[src/rtl/pipe_stage_fifo.sv]
`default_nettype none
// ============================================================================
// Module   : pipe_stage_fifo
// Purpose  : Elastic stage register for the RV32I pipeline. Buffers up to
//            DEPTH entries of an arbitrary packed payload behind a
//            valid/ready handshake. Offers a synchronous flush for squashing
//            and presents an all-zero payload (a bubble) when empty.
// Ports    : clk           - clock, rising edge
//            rst_n         - asynchronous active-low reset
//            flush         - synchronous squash of all entries and same-cycle input
//            in_valid      - upstream payload valid
//            in_ready      - buffer can accept this cycle
//            in_data       - upstream payload [DATA_W]
//            out_valid     - head entry valid
//            out_ready     - downstream accepts head this cycle
//            out_data      - head payload, zero when out_valid=0 [DATA_W]
//            count         - current occupancy 0..DEPTH [CNT_W]
//            stall_cycles  - (PIPE_STAGE_FIFO_PERF_EN) cycles with valid & ~ready
//            bubble_cycles - (PIPE_STAGE_FIFO_PERF_EN) cycles with ~valid & ready
// Options  : define PIPE_STAGE_FIFO_PERF_EN to add the saturating stall/bubble
//            performance counters.
// Revision : 1.0 - initial release
// ============================================================================
module pipe_stage_fifo #(
    parameter int DATA_W = 32,
    parameter int DEPTH  = 2,
    parameter int CNT_W  = $clog2(DEPTH) + 1
) (
    input  logic              clk,
    input  logic              rst_n,
    input  logic              flush,
    input  logic              in_valid,
    output logic              in_ready,
    input  logic [DATA_W-1:0] in_data,
    output logic              out_valid,
    input  logic              out_ready,
    output logic [DATA_W-1:0] out_data,
    output logic [CNT_W-1:0]  count
`ifdef PIPE_STAGE_FIFO_PERF_EN
    ,
    output logic [31:0]       stall_cycles,
    output logic [31:0]       bubble_cycles
`endif
);

    localparam int               c_PTR_W     = $clog2(DEPTH);
    localparam logic [CNT_W-1:0] c_DEPTH_CNT = CNT_W'(DEPTH);

    logic [DATA_W-1:0]  r_mem [DEPTH];
    logic [c_PTR_W-1:0] r_wr_ptr;
    logic [c_PTR_W-1:0] r_rd_ptr;
    logic [CNT_W-1:0]   r_count;

    logic w_push;
    logic w_pop;

    // Handshake status depends on registered occupancy only, so there is no
    // combinational path from out_ready to in_ready.
    assign in_ready  = (r_count != c_DEPTH_CNT);
    assign out_valid = (r_count != '0);
    assign out_data  = out_valid ? r_mem[r_rd_ptr] : '0;
    assign count     = r_count;

    // flush dominates: it cancels any same-cycle transfer on either side.
    assign w_push = in_valid & in_ready & ~flush;
    assign w_pop  = out_valid & out_ready & ~flush;

    // Pointers and occupancy. Pointers are log2(DEPTH) wide so they wrap
    // from DEPTH-1 to 0 by plain overflow.
    always_ff @(posedge clk or negedge rst_n) begin
        if (!rst_n) begin
            r_wr_ptr <= '0;
            r_rd_ptr <= '0;
            r_count  <= '0;
        end else if (flush) begin
            r_wr_ptr <= '0;
            r_rd_ptr <= '0;
            r_count  <= '0;
        end else begin
            if (w_push) begin
                r_wr_ptr <= r_wr_ptr + 1'b1;
            end
            if (w_pop) begin
                r_rd_ptr <= r_rd_ptr + 1'b1;
            end
            case ({w_push, w_pop})
                2'b10:   r_count <= r_count + 1'b1;
                2'b01:   r_count <= r_count - 1'b1;
                default: r_count <= r_count;
            endcase
        end
    end

    // Storage is intentionally left unreset; stale entries are hidden by
    // out_valid and the zeroed out_data.
    always_ff @(posedge clk) begin
        if (w_push) begin
            r_mem[r_wr_ptr] <= in_data;
        end
    end

`ifdef PIPE_STAGE_FIFO_PERF_EN
    logic [31:0] r_stall_cycles;
    logic [31:0] r_bubble_cycles;

    // Saturating counters; only rst_n clears them so flush cannot hide stalls.
    always_ff @(posedge clk or negedge rst_n) begin
        if (!rst_n) begin
            r_stall_cycles  <= '0;
            r_bubble_cycles <= '0;
        end else begin
            if (out_valid && !out_ready && (r_stall_cycles != '1)) begin
                r_stall_cycles <= r_stall_cycles + 32'd1;
            end
            if (!out_valid && out_ready && (r_bubble_cycles != '1)) begin
                r_bubble_cycles <= r_bubble_cycles + 32'd1;
            end
        end
    end

    assign stall_cycles  = r_stall_cycles;
    assign bubble_cycles = r_bubble_cycles;
`endif

    a_count_range : assert property (@(posedge clk) disable iff (!rst_n)
        r_count <= c_DEPTH_CNT);

endmodule
`default_nettype wire

[config.mk]
export PLATFORM = sky130hd
export DESIGN_NAME = pipe_stage_fifo
export DESIGN_NICKNAME = d
export VERILOG_FILES = /design/src/rtl/pipe_stage_fifo.sv
export SDC_FILE = /design/constraint.sdc
export NUM_CORES = 1
export LEC_CHECK = 0
export ABC_CLOCK_PERIOD_IN_PS = 10120
export CAP_MARGIN = 25
export CORE_MARGIN = 3
export CORE_UTILIZATION = 50
export DETAILED_ROUTE_END_ITERATION = 8
export GPL_TIMING_DRIVEN = 0
export HOLD_SLACK_MARGIN = 0.08
export PLACE_DENSITY = 0.84
export SYNTH_ARGS = -nofsm -noshare
export SYNTH_HDL_FRONTEND = slang
export SYNTH_SLANG_ARGS = --single-unit
[constraint.sdc]
create_clock -name clk -period 10.12 [get_ports clk]
set_clock_uncertainty 0.05 [all_clocks]
set_input_delay 2.024 -clock clk [delete_from_list [all_inputs] [get_ports clk]]
set_output_delay 2.024 -clock clk [all_outputs]
set_load 0.1 [all_outputs]
======== After elaboration in Yosys (flattened, before gate mapping) ========
Memory sizes are Yosys's and may differ from the RTL's.
Index checks and enable logic that the tools add are counted.
word-level totals
  register bits after elaboration ......... 4
  latch bits .............................. 0
  bits in writable memories ............... 64
  bits in read-only memories .............. 0
  word-level logic and storage cells ...... 29
  memories ................................ 1
memory list
  memory  depth  bits a word  read ports  clocked after memory_dff  write ports  line  RTL
  r_mem   2      32           1           0                         1            49    logic [DATA_W-1:0] r_mem [DEPTH];
operators by class
  $add $sub $neg .......................... 4
  multipliers ............................. 0
  div/mod/pow operators ................... 0
  order comparisons ....................... 0
  eq/ne operators ......................... 3
  shift-type cells ........................ 0
  multiplexer cells ....................... 9
  bitwise gates (word level) .............. 5
  reduce and logical (&&, ||, !) cells .... 4
operator list
  cell                                                  number
  2-to-1 mux 32 bit                                     1
  2-to-1 mux 1 bit                                      6
  nonzero test 2 bit                                    3
  AND 1 bit                                             4
  case mux 2 bit (2 select lines)                       1
  nonzero test 3 bit                                    1
  adder 1 bit (second input constant)                   2
  adder 2 x 1 -> 2 bit (second input constant)          1
  equality test 2 x 1 -> 1 bit (second input constant)  1
  equality test 2 bit (second input constant)           1
  2-to-1 mux 2 bit                                      1
  inequality test 2 bit (second input constant)         1
  subtractor 2 x 1 -> 2 bit (second input constant)     1
  NOT 1 bit                                             1

======== Logic depth before layout (Yosys ltp) ========
Gate-level depths: netlist of the first run.
  word-level depth ........................ 6
  mapped depth ............................ 4
  gate-level depth less buffers ........... 4

======== Worst setup path before layout of the first run ========
Ideal clock, no wire load.
  path kind ............................... input -> register
  start ................................... input port in_valid
  end ..................................... memory r_mem[1][0] (enable)
  setup time .............................. 0.468 ns
  arrival ................................. 4.528 ns
  required time ........................... 9.602 ns
  setup slack ............................. 5.075 ns
  stages on the path ...................... 2
  path through ............................ nand2_1 -> nor3b_1
between the ends
  word-level cells in the longest chain between the ends .. 4
ends and longest elaborated chain
  item                                    line  RTL
  from (decl)                             32    input logic in_valid,
  AND 1 bit (2 in a row)                  65    assign w_push = in_valid & in_ready & ~flush;
  2-to-1 mux 1 bit                        97    if (w_push) begin
  2-to-1 mux 1 bit (not written as such)  98    r_mem[r_wr_ptr] <= in_data;
  to (decl)                               49
No other way between the ends.

======== Final worst setup path of the first run ========
  start ................................... register r_count[0] (netlist: count[0])
  end ..................................... output port out_data[2]
between the ends
  word-level cells in the longest chain between the ends .. 2
ends and longest elaborated chain
  item                    line  RTL
  from (decl)             52    logic [CNT_W-1:0] r_count;
  from (signal assigned)  87    2'b10: r_count <= r_count + 1'b1;
  from (signal assigned)  88    2'b01: r_count <= r_count - 1'b1;
  from (signal assigned)  89    default: r_count <= r_count;
  nonzero test 2 bit      60    assign out_valid = (r_count != '0);
  2-to-1 mux 32 bit       61    assign out_data = out_valid ? r_mem[r_rd_ptr] : '0;
  to (decl)               37    output logic [DATA_W-1:0] out_data,
No other way between the ends.

==> results of run 1 <==
-- flip-flops by register name, summed over array words and instances, names as in the netlist --
register,cells
count,2
r_mem,64
r_rd_ptr,1
r_wr_ptr,1
-- report_power, final --
group	total (W)	leakage (nW)	switching, W	internal [W]
combinational	0.000157	0.514	0.000113	0.0000445
sequential	0.000323	0.640	0.00000333	0.000319
clock	0.000227	0.105	0.0000921	0.000135
-- critical path, cell delays in order, from the launching register on --
cell             delay [ps]
dfrtp_1                 450
nor2_1                  410
buf_2                   310
nor2_1                   90
clkdlybuf4s50_1         980
-- path summary, 6_finish.rpt --
kind | from | end | slack (ps) | depth (start not counted)
max | count[0] | out_data[2] | 5470 | 4
min | r_wr_ptr | r_wr_ptr | 540 | 2
max reg2reg | count[1] | r_mem[1][21] | 7920 | 5
min reg2reg | r_wr_ptr | r_wr_ptr | 540 | 2
max in group asynchronous | rst_n | count[1] | 7980 | 1
min in group asynchronous | rst_n | r_rd_ptr | 1860 | 1
-- kinds of logic after synthesis --
| group | count (synthesis) |
|---|---|
| muxes | 32 |
| DFF | 68 |
| buffers and inverters | 10 |
| xor gates and xnor gates | 1 |
| AOI/OAI and AO/OA | 7 |
| and+or+nand+nor | 44 |
-- stage by stage --
stage                     area (sq um)  worst slack [ps]
after floorplan                   2624              5075
after global placement            3428              3293
after detailed placement          3476              5828
after CTS                         3681              5422
after global routing              3681              5320
final                             3681              5474
-- cells in the final DEF, fill, tap and decap left out, drive strengths merged --
cell type	n
a21oi	2
a22oi	1
a31oi	1
buf	11
bufinv	2
clkbuf	9
clkdlybuf4s50	72
clkinv	5
dfrtp	4
edfxtp	64
inv	3
mux2i	32
nand2	2
nand3	1
nand3b	1
nor2	35
nor2b	1
nor3	1
nor3b	1
o21ai	3
or3	1
or4b	1
xor2	1
-- layout make-up --
class,count,area [sq um]
inverter,3,11.26
clock inverter,7,81.33
tap,67,83.83
fill,326,1230
buffer,7,35.03
clock buffer,9,123.9
sequential,68,2022
multi-input combinational,84,565.5
timing repair buffer,76,758.2
-- layer usage --
metal,share of wire (%),vias up
li1,-,776
met1,40,728
met2,53,50
met3,5.4,8
met4,2.1,0
met5,0,-
==> results.sh, run 1 <==
export IMPL_status="complete, no violations"
export IMPL_end_kind="primary output"
export IMPL_ioPinCount=73
export IMPL_synth_simple_area_share_pct=7.153
export IMPL_gr_max_usage_layer="met2"
export IMPL_synth_most_common_cell="edfxtp_1"
export IMPL_grt_max_degree=13
export IMPL_synth_edf_count=64
export IMPL_post_route_period_util_pct=45.91
export IMPL_drive_gt1_share_pct=11.02
export IMPL_synth_area_leaders="edfxtp_1 73%, mux2i_1 12%, nor2_1 5.0%"
export IMPL_synth_async_reset_ratio_pct=5.882
export IMPL_ant_nets=0
export IMPL_vias=1562
export IMPL_cp_required_ps=8050
export IMPL_cts_buffers=9
export IMPL_clock_fmax_mhz=215.3
export IMPL_hold_ws_ps=542.6
export IMPL_chipHeight_um=78.44
export IMPL_grt_use_met3_pct=5.505
export IMPL_power_density_nw_per_um2=192.1
export IMPL_synth_top_family_by_area="multiplexers"
export IMPL_worst_setup_path_type="flip-flop to primary output"
export IMPL_crit_fanout=10
export IMPL_cts_tree="yes"
export IMPL_first_pass_iters=4
export IMPL_hold_path_class="flip-flop to flip-flop"
export IMPL_hold_viol_final=0
export IMPL_portBuffers=72
export IMPL_synth_fa_ha_area_share_pct=0
export IMPL_cellLeakagePower_nw=1.260
export IMPL_hold_buffers=0
export IMPL_drv_cap=0
export IMPL_num_rows=25
export IMPL_cts_root_buf="clkbuf_8"
export IMPL_min_period_ps=4646
export IMPL_yosys_area_top_type="edfxtp_1"
export IMPL_cts_num_sinks=68
export IMPL_synth_cells=162
export IMPL_rsz0062_at_grt="no"
export IMPL_syn_cell_area_sq_um=2624
export IMPL_core_area_sq_um=4911
export IMPL_clk_path_buf_depth=2
export IMPL_wl_per_cell_um=15.74
export IMPL_antenna_found_initial=0
export IMPL_slew_headroom_pct=33.01
export IMPL_synth_cell_types=20
export IMPL_tns_ps=0
export IMPL_htree_levels=3
export IMPL_final_cell_count_no_fill=321
export IMPL_layout_nets=286
export IMPL_drc=0
export IMPL_dp_hpwl_um=3623
export IMPL_gr_usage_met2_pct=30.99
export IMPL_synth_mux_area_share_pct=12.21
export IMPL_grt_usage_pct=17.75
export IMPL_insertion_delay_ps=320
export IMPL_die_area_sq_um=6153
export IMPL_clkTransAtPathRegs_ps=70
export IMPL_ir_drop_mv=0.1345
export IMPL_total_power_w=0.0007070
export IMPL_dp_cells=305
export IMPL_synth_nets=199
export IMPL_utilization_pct=74.96
export IMPL_avgViaCountPerCell=4.866
export IMPL_postCtsSetupBuffers=0
export IMPL_cp_arrival_ps=2570
export IMPL_report_final_slew_viol_count=0
export IMPL_place_gp_congestion=0.7261
export IMPL_ys_warn_count=0
export IMPL_fp_dieW_um=78.44
export IMPL_overflow=0
export IMPL_initial_core_util_pct=53.43
export IMPL_grt_pass1_vias=1659
export IMPL_antenna_cells=0
export IMPL_syn_to_final_growth_pct=40.30
export IMPL_routed_wl_um=5053
export IMPL_critPathLaunchType="flip-flop"
export IMPL_yosysSeqAreaShare_pct=77.06
export IMPL_cts_resized=0
export IMPL_tightest_slew_ps=1002
export IMPL_drtIter0Drc=69
export IMPL_synth_common_cells="64 x edfxtp_1, 35 x nor2_1, 32 x mux2i_1"
export IMPL_synth_top_area_share_pct=73.25
export IMPL_grt_met1_usage_pct=19.01
export IMPL_ys_ff_latch=68
export IMPL_synth_xor_area_share_pct=0.3338
export IMPL_synth_compound_area_share_pct=1.478
export IMPL_postSynthAreaPerCell_sq_um=16.20
export IMPL_setup_viol=0
export IMPL_synthFlopType="edfxtp_1"
export IMPL_grt_pass1_wl_um=8024
(Power assumes the default switching activity.)
==> run 2: changes to the inputs <==
ABC_CLOCK_PERIOD_IN_PS = 4650   (was 10120)
CORE_UTILIZATION = 47   (was 50)
PLACE_DENSITY = 0.8   (was 0.84)
clock period = 4.65 ns   (was 10.12 ns; I/O delays follow)
==> results.sh, run 2 (synthesis gave the netlist of run 1 again) <==
export IMPL_status="complete, no violations"
export IMPL_clk_path_buf_depth=2
export IMPL_cts_num_sinks=68
export IMPL_dp_hpwl_um=3390
export IMPL_vias=1599
export IMPL_wl_per_cell_um=15.46
export IMPL_chipHeight_um=80.72
export IMPL_insertion_delay_ps=340
export IMPL_crit_path_cell_trace="buf_2 > buf_2 > mux2i_1 > nor2_1 > clkdlybuf4s50_1"
export IMPL_power_density_nw_per_um2=430.5
export IMPL_critPathSlowestCell="clkdlybuf4s50_1"
export IMPL_hold_buffers=0
export IMPL_routed_wl_um=4993
export IMPL_cp_slowest_stage_delay_ps=1170
export IMPL_final_common_cell="clkdlybuf4s50_1"
export IMPL_first_pass_iters=4
export IMPL_portBuffers=72
export IMPL_largest_reg_flops=64
export IMPL_grt_pass1_vias=1645
export IMPL_min_period_ps=3590
export IMPL_htree_levels=3
export IMPL_critPathLaunchType="flip-flop"
export IMPL_top_layer="met4"
export IMPL_ant_nets=0
export IMPL_top_register="r_mem"
export IMPL_layout_common_cells="72 x clkdlybuf4s50_1, 64 x edfxtp_1, 35 x nor2_1"
export IMPL_cts_resized=0
export IMPL_syn_to_final_growth_pct=43.44
export IMPL_cellLeakagePower_nw=1.282
export IMPL_layout_nets=285
export IMPL_grt_usage_pct=16.72
export IMPL_cp_arrival_ps=2610
export IMPL_antenna_cells=0
export IMPL_grt_pass1_wl_um=7810
export IMPL_cp_required_ps=3670
export IMPL_die_area_sq_um=6515
export IMPL_fill_cells=343
export IMPL_postCtsSetupBuffers=0
export IMPL_ioPinCount=73
export IMPL_worst_setup_path_type="flip-flop to primary output"
export IMPL_antenna_found_initial=0
export IMPL_core_area_sq_um=5238
export IMPL_wl_met3_um=423
export IMPL_clock_fmax_mhz=278.6
export IMPL_report_final_slew_viol_count=0
export IMPL_drc=0
export IMPL_rsz0062_at_grt="no"
export IMPL_slew_headroom_pct=34.01
export IMPL_drive_gt1_share_pct=11.86
export IMPL_setup_viol=0
export IMPL_drt_met1_wl_um=2129
export IMPL_crit_fanout=10
export IMPL_met2_length_um=2338
export IMPL_post_place_ws_ps=1401
export IMPL_cts_buffers=9
export IMPL_tns_ps=0
export IMPL_post_route_period_util_pct=77.20
export IMPL_cts_root_buf="clkbuf_8"
export IMPL_end_kind="primary output"
export IMPL_clkTransAtPathRegs_ps=70
export IMPL_hold_viol_final=0
export IMPL_fp_dieW_um=80.72
export IMPL_layout_setup_ws_ps=1060
export IMPL_initial_core_util_pct=50.10
export IMPL_num_rows=26
export IMPL_overflow=0
export IMPL_path_common_cell="buf_2"
export IMPL_ir_drop_mv=0.2137
export IMPL_grt_max_degree=18
export IMPL_hold_path_class="flip-flop to flip-flop"
export IMPL_tightest_slew_ps=986.8
export IMPL_cts_tree="yes"
export IMPL_hold_ws_ps=610.4
export IMPL_place_gp_congestion=0.7067
export IMPL_avgViaCountPerCell=4.950
export IMPL_drv_cap=0
export IMPL_drtIter0Drc=76
==> run 2: metrics by stage <==
stage | utilization, % | total power [W] | area, sq um | cells
after floorplan | - | 0.0009574 | 2634 | 162
after global placement | 65.72 | 0.001051 | 3442 | 304
after detailed placement | 67.30 | 0.001062 | 3525 | 307
after CTS | 71.86 | 0.001630 | 3764 | 323
after global routing | 71.86 | 0.001672 | 3764 | 323
final | 71.86 | 0.001620 | 3764 | 323
==> run 2: power breakdown <==
part	total, W	internal, W	switching (W)
logic	0.000346	0.000100	0.000246
clock network	0.000572	0.000354	0.000218
registers	0.000702	0.000695	0.00000738
==> run 2: final cells by class <==
| type | count | area (sq um) | share of cell area (%) |
|---|---|---|---|
| Multi-Input combinational cell | 84 | 578.1 | 15.36 |
| Clock buffer | 9 | 123.9 | 3.291 |
| Sequential cell | 68 | 2022 | 53.72 |
| Buffer | 7 | 35.03 | 0.9309 |
| Inverter | 3 | 11.26 | 0.2992 |
| Timing Repair Buffer | 75 | 790.8 | 21.01 |
| Tap cell | 70 | 87.58 | 2.327 |
| Clock inverter | 7 | 115.1 | 3.058 |
==> run 2: routing by layer <==
metal  vias to the layer above  global-route usage (%)
met1                       756                   20.35
met5                         -                       0
met2                        66                   25.83
li1                        769                       -
met4                         0                   9.459
met3                         8                   6.054
==> run 2: path summary, 6_finish.rpt <==
kind / end / slack, ps / from / depth (start not counted)
max: out_data[29] / 1060 / r_rd_ptr / 5
min: r_wr_ptr / 610 / r_wr_ptr / 2
max reg2reg: r_mem[0][21] / 2490 / count[1] / 5
min reg2reg: r_wr_ptr / 610 / r_wr_ptr / 2
max in group asynchronous: r_rd_ptr / 3620 / rst_n / 1
min in group asynchronous: count[1] / 750 / rst_n / 1
==> run 2: worst max-delay path, delay by kind of cell (launching register included) <==
| kind | cells | cell delay, ps |
|---|---|---|
| DFF | 1 | 310 |
| buffers and inverters | 3 | 1680 |
| muxes | 1 | 130 |
| and+or+nand+nor | 1 | 140 |
==> run 3: changes to the inputs <==
ABC_CLOCK_PERIOD_IN_PS = 3700   (was 4650)
clock period = 3.7 ns   (was 4.65 ns; I/O delays follow)
==> results.sh, run 3 (synthesis gave the netlist of run 1 again) <==
export IMPL_status="complete, no violations"
export IMPL_num_rows=26
export IMPL_routed_wl_um=4912
export IMPL_clock_fmax_mhz=291.4
export IMPL_place_gp_congestion=0.7326
export IMPL_cp_slowest_stage_delay_ps=990
export IMPL_hold_viol_final=0
export IMPL_ir_drop_mv=0.3617
export IMPL_report_final_slew_viol_count=0
export IMPL_drtIter0Drc=96
export IMPL_post_route_period_util_pct=92.73
export IMPL_cts_tree="yes"
export IMPL_cellLeakagePower_nw=1.243
export IMPL_grt_pass1_wl_um=7734
export IMPL_power_density_nw_per_um2=506.2
export IMPL_path_common_cell="nor2_1"
export IMPL_grt_usage_pct=16.46
export IMPL_htree_levels=3
export IMPL_fp_dieW_um=80.72
export IMPL_cts_num_sinks=68
export IMPL_ant_nets=0
export IMPL_core_area_sq_um=5238
export IMPL_reg2reg_depth=5
export IMPL_overflow=0
export IMPL_die_area_sq_um=6515
export IMPL_grt_pass1_vias=1665
export IMPL_postCtsSetupBuffers=0
export IMPL_end_kind="primary output"
export IMPL_drv_cap=0
export IMPL_initial_core_util_pct=50.10
export IMPL_cts_resized=0
export IMPL_slew_headroom_pct=33.27
export IMPL_ioPinCount=73
export IMPL_chipHeight_um=80.72
export IMPL_setup_viol=0
export IMPL_cp_startpoint="count[0]"
export IMPL_rr_startpoint="count[1]"
export IMPL_syn_to_final_growth_pct=39.77
export IMPL_cts_buffers=9
export IMPL_tightest_slew_ps=997.8
export IMPL_clkTransAtPathRegs_ps=70
export IMPL_hold_path_class="input pin to async pin"
export IMPL_top_register="r_mem"
export IMPL_cp_required_ps=2910
export IMPL_antenna_cells=0
export IMPL_cp_arrival_ps=2640
export IMPL_insertion_delay_ps=330
export IMPL_dp_hpwl_um=3385
export IMPL_crit_fanout=10
export IMPL_avgViaCountPerCell=4.972
export IMPL_drc=0
export IMPL_total_power_w=0.001856
export IMPL_tns_ps=0
export IMPL_utilization_pct=70.02
export IMPL_fill_cells=349
export IMPL_rsz0062_at_grt="no"
export IMPL_min_period_ps=3431
export IMPL_layout_nets=284
export IMPL_portBuffers=72
export IMPL_crit_path_cell_trace="nor2_1 > buf_2 > nor2_1 > clkdlybuf4s50_1"
export IMPL_critPathSlowestCell="clkdlybuf4s50_1"
export IMPL_wl_per_cell_um=15.35
export IMPL_largest_reg_flops=64
export IMPL_layout_common_cells="72 x clkdlybuf4s50_1, 64 x edfxtp_1, 35 x nor2_1"
export IMPL_worst_setup_path_type="flip-flop to primary output"
export IMPL_final_common_cell="clkdlybuf4s50_1"
export IMPL_cts_root_buf="clkbuf_8"
export IMPL_clk_path_buf_depth=2
export IMPL_first_pass_iters=4
export IMPL_grt_max_degree=21
export IMPL_vias=1591
export IMPL_drive_gt1_share_pct=9.600
export IMPL_critPathLaunchType="flip-flop"
export IMPL_antenna_found_initial=0
export IMPL_hold_buffers=0
==> run 3: routing by layer <==
metal | vias up | share of wire, % | track usage [%]
met4 | 0 | 1.4 | 7.939
met2 | 59 | 49 | 27.48
met5 | - | 0 | 0
met3 | 8 | 8.5 | 6.614
met1 | 756 | 41 | 18.33
li1 | 768 | - | -
==> run 3: area by class of cell <==
| cell class | instances | area [sq um] | area share, % |
|---|---|---|---|
| multi-input cells | 84 | 578.1 | 15.76 |
| clock buffers | 10 | 127.6 | 3.480 |
| clock inverters | 4 | 42.54 | 1.160 |
| repair buffers | 74 | 763.2 | 20.81 |
| flip-flops and latches | 68 | 2022 | 55.13 |
| plain buffers | 7 | 35.03 | 0.9553 |
| inverters | 3 | 11.26 | 0.3071 |
| well taps | 70 | 87.58 | 2.388 |
==> run 3: report_power, final <==
group	internal [W]	switching, W	total (W)
combinational	0.000124	0.000309	0.000432
clock	0.000298	0.000243	0.000541
sequential	0.000874	0.00000933	0.000883
==> run 3: worst max-delay path: cells and delay by family (launching register included) <==
family / cells / cell delay, ps
AND/OR/NAND/NOR: 2 / 540
buffers and inverters: 2 / 1310
flip-flops: 1 / 460
==> run 3: through the flow <==
stage / cell area, sq um / cells / worst slack [ps] / hold WS, ps
final: 3667 / 320 / 268.9 / 561.1
after global routing: 3667 / 320 / 149.0 / 565.3
after CTS: 3667 / 320 / 258.0 / 550.9
after detailed placement: 3497 / 306 / 650.6 / 583.9
after global placement: 3455 / 304 / 387.3 / 549.4
after floorplan: 2646 / 162 / 164.6 / 394.4
==> run 3: worst paths after layout <==
| check | slack [ps] | end |
|---|---|---|
| worst max-delay path | 270 | out_data[28] |
| worst min-delay path | 560 | count[1] |
| worst max register to register | 1490 | r_mem[1][26] |
| worst min register to register | 590 | r_wr_ptr |
| max in group asynchronous | 2870 | r_rd_ptr |
| min in group clk | 590 | r_wr_ptr |
